==> src/rtl/memory_arbiter_pkg.sv <==
// Shared definitions for the two-port memory arbiter: FSM state encoding and
// requester port indices.
package memory_arbiter_pkg;

  typedef enum logic [1:0] {
    IDLE   = 2'b00,
    ACCESS = 2'b01,
    DONE   = 2'b10
  } state_e;

  localparam logic FETCH = 1'b0;
  localparam logic DATA  = 1'b1;

endpackage

==> src/rtl/memory_arbiter_rr.sv <==
// Two-way round-robin selector: on contention the port not granted last wins.
module memory_arbiter_rr
  import memory_arbiter_pkg::*;
(
  input  logic req0_i,
  input  logic req1_i,
  input  logic last_grant_i,
  output logic valid_o,
  output logic idx_o
);

  always_comb begin
    valid_o = req0_i | req1_i;
    idx_o   = FETCH;
    if (req0_i && req1_i) begin
      idx_o = (last_grant_i == FETCH) ? DATA : FETCH;
    end else if (req1_i) begin
      idx_o = DATA;
    end
  end

endmodule

==> src/rtl/memory_arbiter.sv <==
// Round-robin arbiter granting a fetch and a data requester access to one memory.
// Optional ACCESS timeout with sticky error flag: define MEMORY_ARBITER_TIMEOUT_EN.
module memory_arbiter
  import memory_arbiter_pkg::*;
#(
  parameter int DATAWIDTH_BUS  = 32,
  parameter int TIMEOUT_CYCLES = 16
) (
  input  logic                     MEMORY_ARBITER_CLOCK_50,
  input  logic                     MEMORY_ARBITER_ResetInLow_In,
  input  logic                     MEMORY_ARBITER_REQ0_In,
  input  logic                     MEMORY_ARBITER_WR0_In,
  input  logic [DATAWIDTH_BUS-1:0] MEMORY_ARBITER_A0_InBus,
  input  logic [DATAWIDTH_BUS-1:0] MEMORY_ARBITER_B0_InBus,
  output logic                     MEMORY_ARBITER_ACK0_Out,
  output logic [DATAWIDTH_BUS-1:0] MEMORY_ARBITER_Data0_OutBus,
  input  logic                     MEMORY_ARBITER_REQ1_In,
  input  logic                     MEMORY_ARBITER_WR1_In,
  input  logic [DATAWIDTH_BUS-1:0] MEMORY_ARBITER_A1_InBus,
  input  logic [DATAWIDTH_BUS-1:0] MEMORY_ARBITER_B1_InBus,
  output logic                     MEMORY_ARBITER_ACK1_Out,
  output logic [DATAWIDTH_BUS-1:0] MEMORY_ARBITER_Data1_OutBus,
  output logic [DATAWIDTH_BUS-1:0] MEMORY_ARBITER_MemA_OutBus,
  output logic [DATAWIDTH_BUS-1:0] MEMORY_ARBITER_MemB_OutBus,
  output logic                     MEMORY_ARBITER_MemRD_Out,
  output logic                     MEMORY_ARBITER_MemWR_Out,
  input  logic                     MEMORY_ARBITER_MemACK_In,
  input  logic [DATAWIDTH_BUS-1:0] MEMORY_ARBITER_MemData_InBus,
  output logic                     MEMORY_ARBITER_Error_Out
);

  state_e                   state_q, state_d;
  logic [DATAWIDTH_BUS-1:0] addr_q, addr_d;
  logic [DATAWIDTH_BUS-1:0] wdata_q, wdata_d;
  logic                     wr_q, wr_d;
  logic                     grant_q, grant_d;
  logic [DATAWIDTH_BUS-1:0] data0_q, data0_d;
  logic [DATAWIDTH_BUS-1:0] data1_q, data1_d;
  logic                     rr_valid;
  logic                     rr_idx;

`ifdef MEMORY_ARBITER_TIMEOUT_EN
  localparam int CNT_W = $clog2(TIMEOUT_CYCLES + 1);
  logic [CNT_W-1:0] cnt_q, cnt_d;
  logic             err_q, err_d;
`endif

  // grant_q doubles as the last-grant history feeding the round-robin selector
  memory_arbiter_rr u_rr (
    .req0_i       (MEMORY_ARBITER_REQ0_In),
    .req1_i       (MEMORY_ARBITER_REQ1_In),
    .last_grant_i (grant_q),
    .valid_o      (rr_valid),
    .idx_o        (rr_idx)
  );

  always_comb begin
    state_d = state_q;
    addr_d  = addr_q;
    wdata_d = wdata_q;
    wr_d    = wr_q;
    grant_d = grant_q;
    data0_d = data0_q;
    data1_d = data1_q;
`ifdef MEMORY_ARBITER_TIMEOUT_EN
    cnt_d   = cnt_q;
    err_d   = err_q;
`endif
    case (state_q)
      IDLE: begin
        if (rr_valid) begin
          grant_d = rr_idx;
          state_d = ACCESS;
          if (rr_idx == DATA) begin
            addr_d  = MEMORY_ARBITER_A1_InBus;
            wdata_d = MEMORY_ARBITER_B1_InBus;
            wr_d    = MEMORY_ARBITER_WR1_In;
          end else begin
            addr_d  = MEMORY_ARBITER_A0_InBus;
            wdata_d = MEMORY_ARBITER_B0_InBus;
            wr_d    = MEMORY_ARBITER_WR0_In;
          end
`ifdef MEMORY_ARBITER_TIMEOUT_EN
          cnt_d = '0;
`endif
        end
      end
      ACCESS: begin
        if (MEMORY_ARBITER_MemACK_In) begin
          state_d = DONE;
          if (!wr_q) begin
            if (grant_q == DATA) data1_d = MEMORY_ARBITER_MemData_InBus;
            else                 data0_d = MEMORY_ARBITER_MemData_InBus;
          end
        end
`ifdef MEMORY_ARBITER_TIMEOUT_EN
        // Abandon the access on the last allowed cycle and hand back zero data
        else if (cnt_q == CNT_W'(TIMEOUT_CYCLES - 1)) begin
          state_d = DONE;
          err_d   = 1'b1;
          if (grant_q == DATA) data1_d = '0;
          else                 data0_d = '0;
        end else begin
          cnt_d = cnt_q + CNT_W'(1);
        end
`endif
      end
      DONE:    state_d = IDLE;
      default: state_d = IDLE;
    endcase
  end

  always_ff @(posedge MEMORY_ARBITER_CLOCK_50 or negedge MEMORY_ARBITER_ResetInLow_In) begin
    if (!MEMORY_ARBITER_ResetInLow_In) begin
      state_q <= IDLE;
      addr_q  <= '0;
      wdata_q <= '0;
      wr_q    <= 1'b0;
      grant_q <= DATA;
      data0_q <= '0;
      data1_q <= '0;
`ifdef MEMORY_ARBITER_TIMEOUT_EN
      cnt_q   <= '0;
      err_q   <= 1'b0;
`endif
    end else begin
      state_q <= state_d;
      addr_q  <= addr_d;
      wdata_q <= wdata_d;
      wr_q    <= wr_d;
      grant_q <= grant_d;
      data0_q <= data0_d;
      data1_q <= data1_d;
`ifdef MEMORY_ARBITER_TIMEOUT_EN
      cnt_q   <= cnt_d;
      err_q   <= err_d;
`endif
    end
  end

  // Strobes and ACKs decode straight from state so reset clears them at once
  assign MEMORY_ARBITER_MemRD_Out    = (state_q == ACCESS) && !wr_q;
  assign MEMORY_ARBITER_MemWR_Out    = (state_q == ACCESS) &&  wr_q;
  assign MEMORY_ARBITER_ACK0_Out     = (state_q == DONE) && (grant_q == FETCH);
  assign MEMORY_ARBITER_ACK1_Out     = (state_q == DONE) && (grant_q == DATA);
  assign MEMORY_ARBITER_MemA_OutBus  = addr_q;
  assign MEMORY_ARBITER_MemB_OutBus  = wdata_q;
  assign MEMORY_ARBITER_Data0_OutBus = data0_q;
  assign MEMORY_ARBITER_Data1_OutBus = data1_q;

`ifdef MEMORY_ARBITER_TIMEOUT_EN
  assign MEMORY_ARBITER_Error_Out = err_q;
`else
  assign MEMORY_ARBITER_Error_Out = 1'b0;
`endif

endmodule

==> config.mk <==
export PLATFORM = sky130hd
export DESIGN_NAME = memory_arbiter
export DESIGN_NICKNAME = d
export VERILOG_FILES = /design/src/rtl/memory_arbiter_pkg.sv /design/src/rtl/memory_arbiter_rr.sv /design/src/rtl/memory_arbiter.sv
export SDC_FILE = /design/constraint.sdc
export NUM_CORES = 1
export LEC_CHECK = 0
export ABC_AREA = 1
export CORE_MARGIN = 2
export CORE_UTILIZATION = 45
export CTS_CLUSTER_DIAMETER = 60
export DETAILED_ROUTE_END_ITERATION = 8
export PLACE_DENSITY = 0.9
export SLEW_MARGIN = 0
export SYNTH_ARGS = -nofsm -noshare
export SYNTH_HDL_FRONTEND = slang
export SYNTH_SLANG_ARGS = --single-unit
==> constraint.sdc <==
create_clock -name MEMORY_ARBITER_CLOCK_50 -period 3.3 [get_ports MEMORY_ARBITER_CLOCK_50]
set_input_delay 0.66 -clock MEMORY_ARBITER_CLOCK_50 [delete_from_list [all_inputs] [get_ports MEMORY_ARBITER_CLOCK_50]]
set_output_delay 0.66 -clock MEMORY_ARBITER_CLOCK_50 [all_outputs]
set_load 0.02 [all_outputs]
# After elaboration in Yosys (flattened, before gate mapping)
# Cells that the tools add are included.
[totals] reg_bits=132 in_bits=167 out_inout_bits=133 elab_cells=34
[op_classes] eq_ne=4 muxes=9 n_bitwise=3 reduce_logical=11
[ops] op="two-way mux 32 bit" n=2
[ops] op="AND reduction 4 bit" n=2
[ops] op="logical AND 1 bit" n=5
[ops] op="two-way mux 1 bit" n=4
[ops] op="two-way mux 2 bit" n=2
[ops] op="inequality test 2 bit (second input constant)" n=2
[ops] op="case mux 2 bit (2 select lines)" n=1
[ops] op="AND reduction 2 bit" n=2
[ops] op="== test 2 x 1 -> 1 bit (second input constant)" n=1
[ops] op="== test 2 bit (second input constant)" n=1
[ops] op="logical NOT 2 bit" n=1
[ops] op="inverter 1 bit" n=2
[ops] op="logical NOT 1 bit" n=1
[ops] op="OR 1 bit" n=1

# Longest topological paths before layout
[logic_depth] ltp_word=3 mapped_depth=7 ltp_nobuf=6

# By module
# A second synthesis with hierarchy kept.
[unflattened] hier_cells=786 area_unflattened_um2=5924.4
[by_module_without_submodules] mod="memory_arbiter" instances=1 cells_per_inst=783 area_each_um2=5909.4 seq_area_each_um2=3304.4
[by_module_without_submodules] mod="memory_arbiter_rr" instances=1 cells_per_inst=3 area_each_um2=15.0 seq_area_each_um2=0.0

# Least setup slack after synthesis
# OpenSTA, ideal clock, no wires.
[synth_timing] kind="reg2out" startpoint="reg state_q[0]" endpoint="out MEMORY_ARBITER_ACK0_Out" t_arrival_ns=0.896 t_required_ns=2.640 path_slack_ns=1.744 stages_incl_launch_ff=2 path_buffers=0 path_cell_list="dfrtp_1 nor3_1"
[synth_between] elab_chain_cells=2
[synth_lines] item="start: declaration" line_no="memory_arbiter.sv:32" source="state_e state_q, state_d;"
[synth_lines] item="start signal: assignment" line_no="memory_arbiter.sv:127" source="state_q <= state_d;"
[synth_lines] item="== test 2 bit" line_no="memory_arbiter.sv:144" source="assign MEMORY_ARBITER_ACK0_Out = (state_q == DONE) && (grant_q == FETCH);"
[synth_lines] item="logical AND 1 bit" line_no="memory_arbiter.sv:144"
[synth_lines] item="end: declaration" line_no="memory_arbiter.sv:15" source="output logic MEMORY_ARBITER_ACK0_Out,"
# Every way passes these cells.

# Worst setup path in the final report
[layout_timing] startpoint="reg grant_q" endpoint="out MEMORY_ARBITER_ACK1_Out"
[layout_between] elab_chain_cells=1
[layout_lines] item="start: declaration" line_no="memory_arbiter.sv:36" source="logic grant_q, grant_d;"
[layout_lines] item="start signal: assignment" line_no="memory_arbiter.sv:131" source="grant_q <= grant_d;"
[layout_lines] item="logical AND 1 bit" line_no="memory_arbiter.sv:145" source="assign MEMORY_ARBITER_ACK1_Out = (state_q == DONE) && (grant_q == DATA);"
[layout_lines] item="end: declaration" line_no="memory_arbiter.sv:21" source="output logic MEMORY_ARBITER_ACK1_Out,"
# Every way passes these cells.

==> flow_summary.json <==
{
  "clockRootBuffer": "clkbuf_16",
  "reg2reg_from": "state_q[1]",
  "powerDensity_nw_per_um2": 941.6,
  "grt_pass1_vias": 6370,
  "crit_arrival_ps": 1800,
  "startpoint": "grant_q",
  "r2r_end": "MEMORY_ARBITER_Data0_OutBus[15]",
  "cts_buffers": 17,
  "clock_path_buffers": 2,
  "fin_crit_ps": 2460,
  "slowest_delay_ps": 630,
  "hold_viol": 0,
  "cp-end-kind": "output pin",
  "ys_seq_area_share_pct": 52.43,
  "synthCells": 859,
  "path_delay_family": "buffers and inverters",
  "grt_use_total_pct": 26.97,
  "regArea_um2": 3304,
  "yosys_warnings": 0,
  "finalWirelength_um": 20000,
  "worst_slack_ps": 840.4,
  "stdcell_count": 1331,
  "h-tree-depth": 4,
  "grt_pass1_wl_um": 31500,
  "coreArea_um2": 13770,
  "fin_area_um2": 10020,
  "finalSetupTns_ps": 0,
  "critPathMaxFanout": 7,
  "most-common-layout-cells": "360 x nand2_1, 296 x clkdlybuf4s50_1, 164 x nand3_1",
  "dieArea_um2": 14970,
  "place_ws_ps": 959.2,
  "dp.cells": 1299,
  "cts_resized": 0,
  "synth_top_area_share_pct": 52.02,
  "vias": 6591,
  "remaining_drc_errors": 0,
  "fmaxAchievable_ghz": 0.4066,
  "status": "complete, no violations",
  "start_util_pct": 45.76,
  "fin_worst_skew_ps": 7.401,
  "die_x_um": 122.3,
  "ir_drop_uv": 378.9,
  "cp.depth": 2,
  "routedWlPerCell_um": 15.03,
  "area_growth_pct": 58.94,
  "dpl_cell_area_um2": 9425,
  "timing.critical_path.to": "MEMORY_ARBITER_ACK1_Out",
  "grt_max_degree": 66,
  "cp_num_buf_inv": 1,
  "multi_input_area_um2": 2275,
  "grt-ovfl-total": 0,
  "synthTopCellsByArea": "dfrtp_1 52%, nand2_1 22%, nand3_1 13%",
  "dp_hpwl_um": 14220,
  "rsz0062_at_grt": "false",
  "finalWeightedCongestion": 0.8254,
  "first_iter_violations": 538,
  "firstDrtPassIters": 5,
  "path_clk_slew_ps": 60,
  "relSlewSlack_pct": 54.96,
  "worstSkewPairLatency_ps": 400,
  "port_buffers": 298,
  "tightest_slew_ps": 675.6,
  "synth.largest_area_cell": "dfrtp_1",
  "antenna_cells": 0,
  "final_common_cell": "nand2_1",
  "synth_cell_type_count": 16,
  "io_pins": 300,
  "r2r_slack_ps": 1560,
  "syn_avg_cell_area_um2": 7.337,
  "drv_slew": 0,
  "detail-route-antenna-nets": 0,
  "layout-drive-gt1-share_pct": 4.778,
  "syn_nets": 1026,
  "p_leak_nw": 5.270,
  "cts_tree": "done",
  "fillers": 1054,
  "mappedNetlistArea_um2": 6302,
  "detail_route.vias_per_cell": 4.952,
  "cts.sinks": 132,
  "required_ps": 2640,
  "rows": 43,
  "crit_slowest_cell": "clkdlybuf4s50_1",
  "worstPathCellList": "and3_1 -> clkdlybuf4s50_1",
  "antenna_found_initial": 0,
  "crit_type": "reg -> out",
  "postCtsSetupBuffers": 0,
  "cts_hold_buffers": 0,
  "r2r_cells": 8,
  "total_power_mw": 9.432,
  "nets": 1305,
  "die_h_um": 122.3,
  "drv_cap": 0,
  "hold_path.class": "in -> async",
  "finalSetupViolations": 0,
  "start_kind": "register",
  "fin_crit_sh_pct": 74.53,
  "synth_seq_cells": 132
}
registers in the layout (all words and copies together) (netlist names):
signal	count
MEMORY_ARBITER_Data0_OutBus	32
MEMORY_ARBITER_Data1_OutBus	32
MEMORY_ARBITER_MemA_OutBus	32
MEMORY_ARBITER_MemB_OutBus	32
grant_q	1
state_q	2
wr_q	1
through the flow:
stage	hold slack [ps]	utilization [%]
final	227.6	72.73
after global routing	265.9	72.73
after CTS	244.8	72.73
after detailed placement	457.1	68.43
after global placement	452.4	68.43
after floorplan	364.4	-
report_power, final:
part           switching, mW  internal (mW)
clock network          0.747           1.15
registers              0.477           2.42
logic                   2.61           2.03
total                   3.83           5.60
worst min-delay path by stage:
stage	slack, ps	cells after the start	to
6_report	230	1	MEMORY_ARBITER_Data0_OutBus[0]
5_1_grt	270	1	MEMORY_ARBITER_Data1_OutBus[31]
4_1_cts	240	1	MEMORY_ARBITER_Data0_OutBus[0]
3_5_place_dp	460	2	MEMORY_ARBITER_Data1_OutBus[21]
3_3_place_gp	450	2	MEMORY_ARBITER_Data1_OutBus[4]
2_1_floorplan	360	0	MEMORY_ARBITER_Data0_OutBus[0]
Yosys cell counts (all sizes together):
| master | number |
|---|---|
| nand2 | 362 |
| inv | 135 |
| nand3 | 164 |
| dfstp | 1 |
| and3 | 1 |
| o21ai | 3 |
| clkbuf | 14 |
| nor3 | 1 |
| nor2 | 9 |
| dfrtp | 131 |
| conb | 1 |
| buf | 37 |
logic make-up after synthesis:
| kind of cell | share of synthesized area, % |
|---|---|
| and+or+nand+nor | 35.38 |
| DFF | 52.43 |
| buffers and inverters | 11.89 |
| other | 0.05950 |
| AOI/OAI and AO/OA | 0.2382 |
layout make-up:
class | instances | area share (%)
repair buffers | 311 | 31.09
clock buffers | 19 | 4.422
inverters | 135 | 5.059
flip-flops and latches | 132 | 32.99
multi-input cells | 541 | 22.71
well taps | 180 | 2.248
clock inverters | 13 | 1.486
metal layers:
metal	global-route usage (%)	routed length, um	share of wire (%)	vias to the layer above
met1	31.63	7349	37	3067
met2	46.01	10140	51	333
met3	7.900	1895	9.5	38
li1	-	-	-	3153
met5	0	0	0	-
met4	11.57	617	3.1	0
Note: power is estimated with default switching activity, not from simulation.
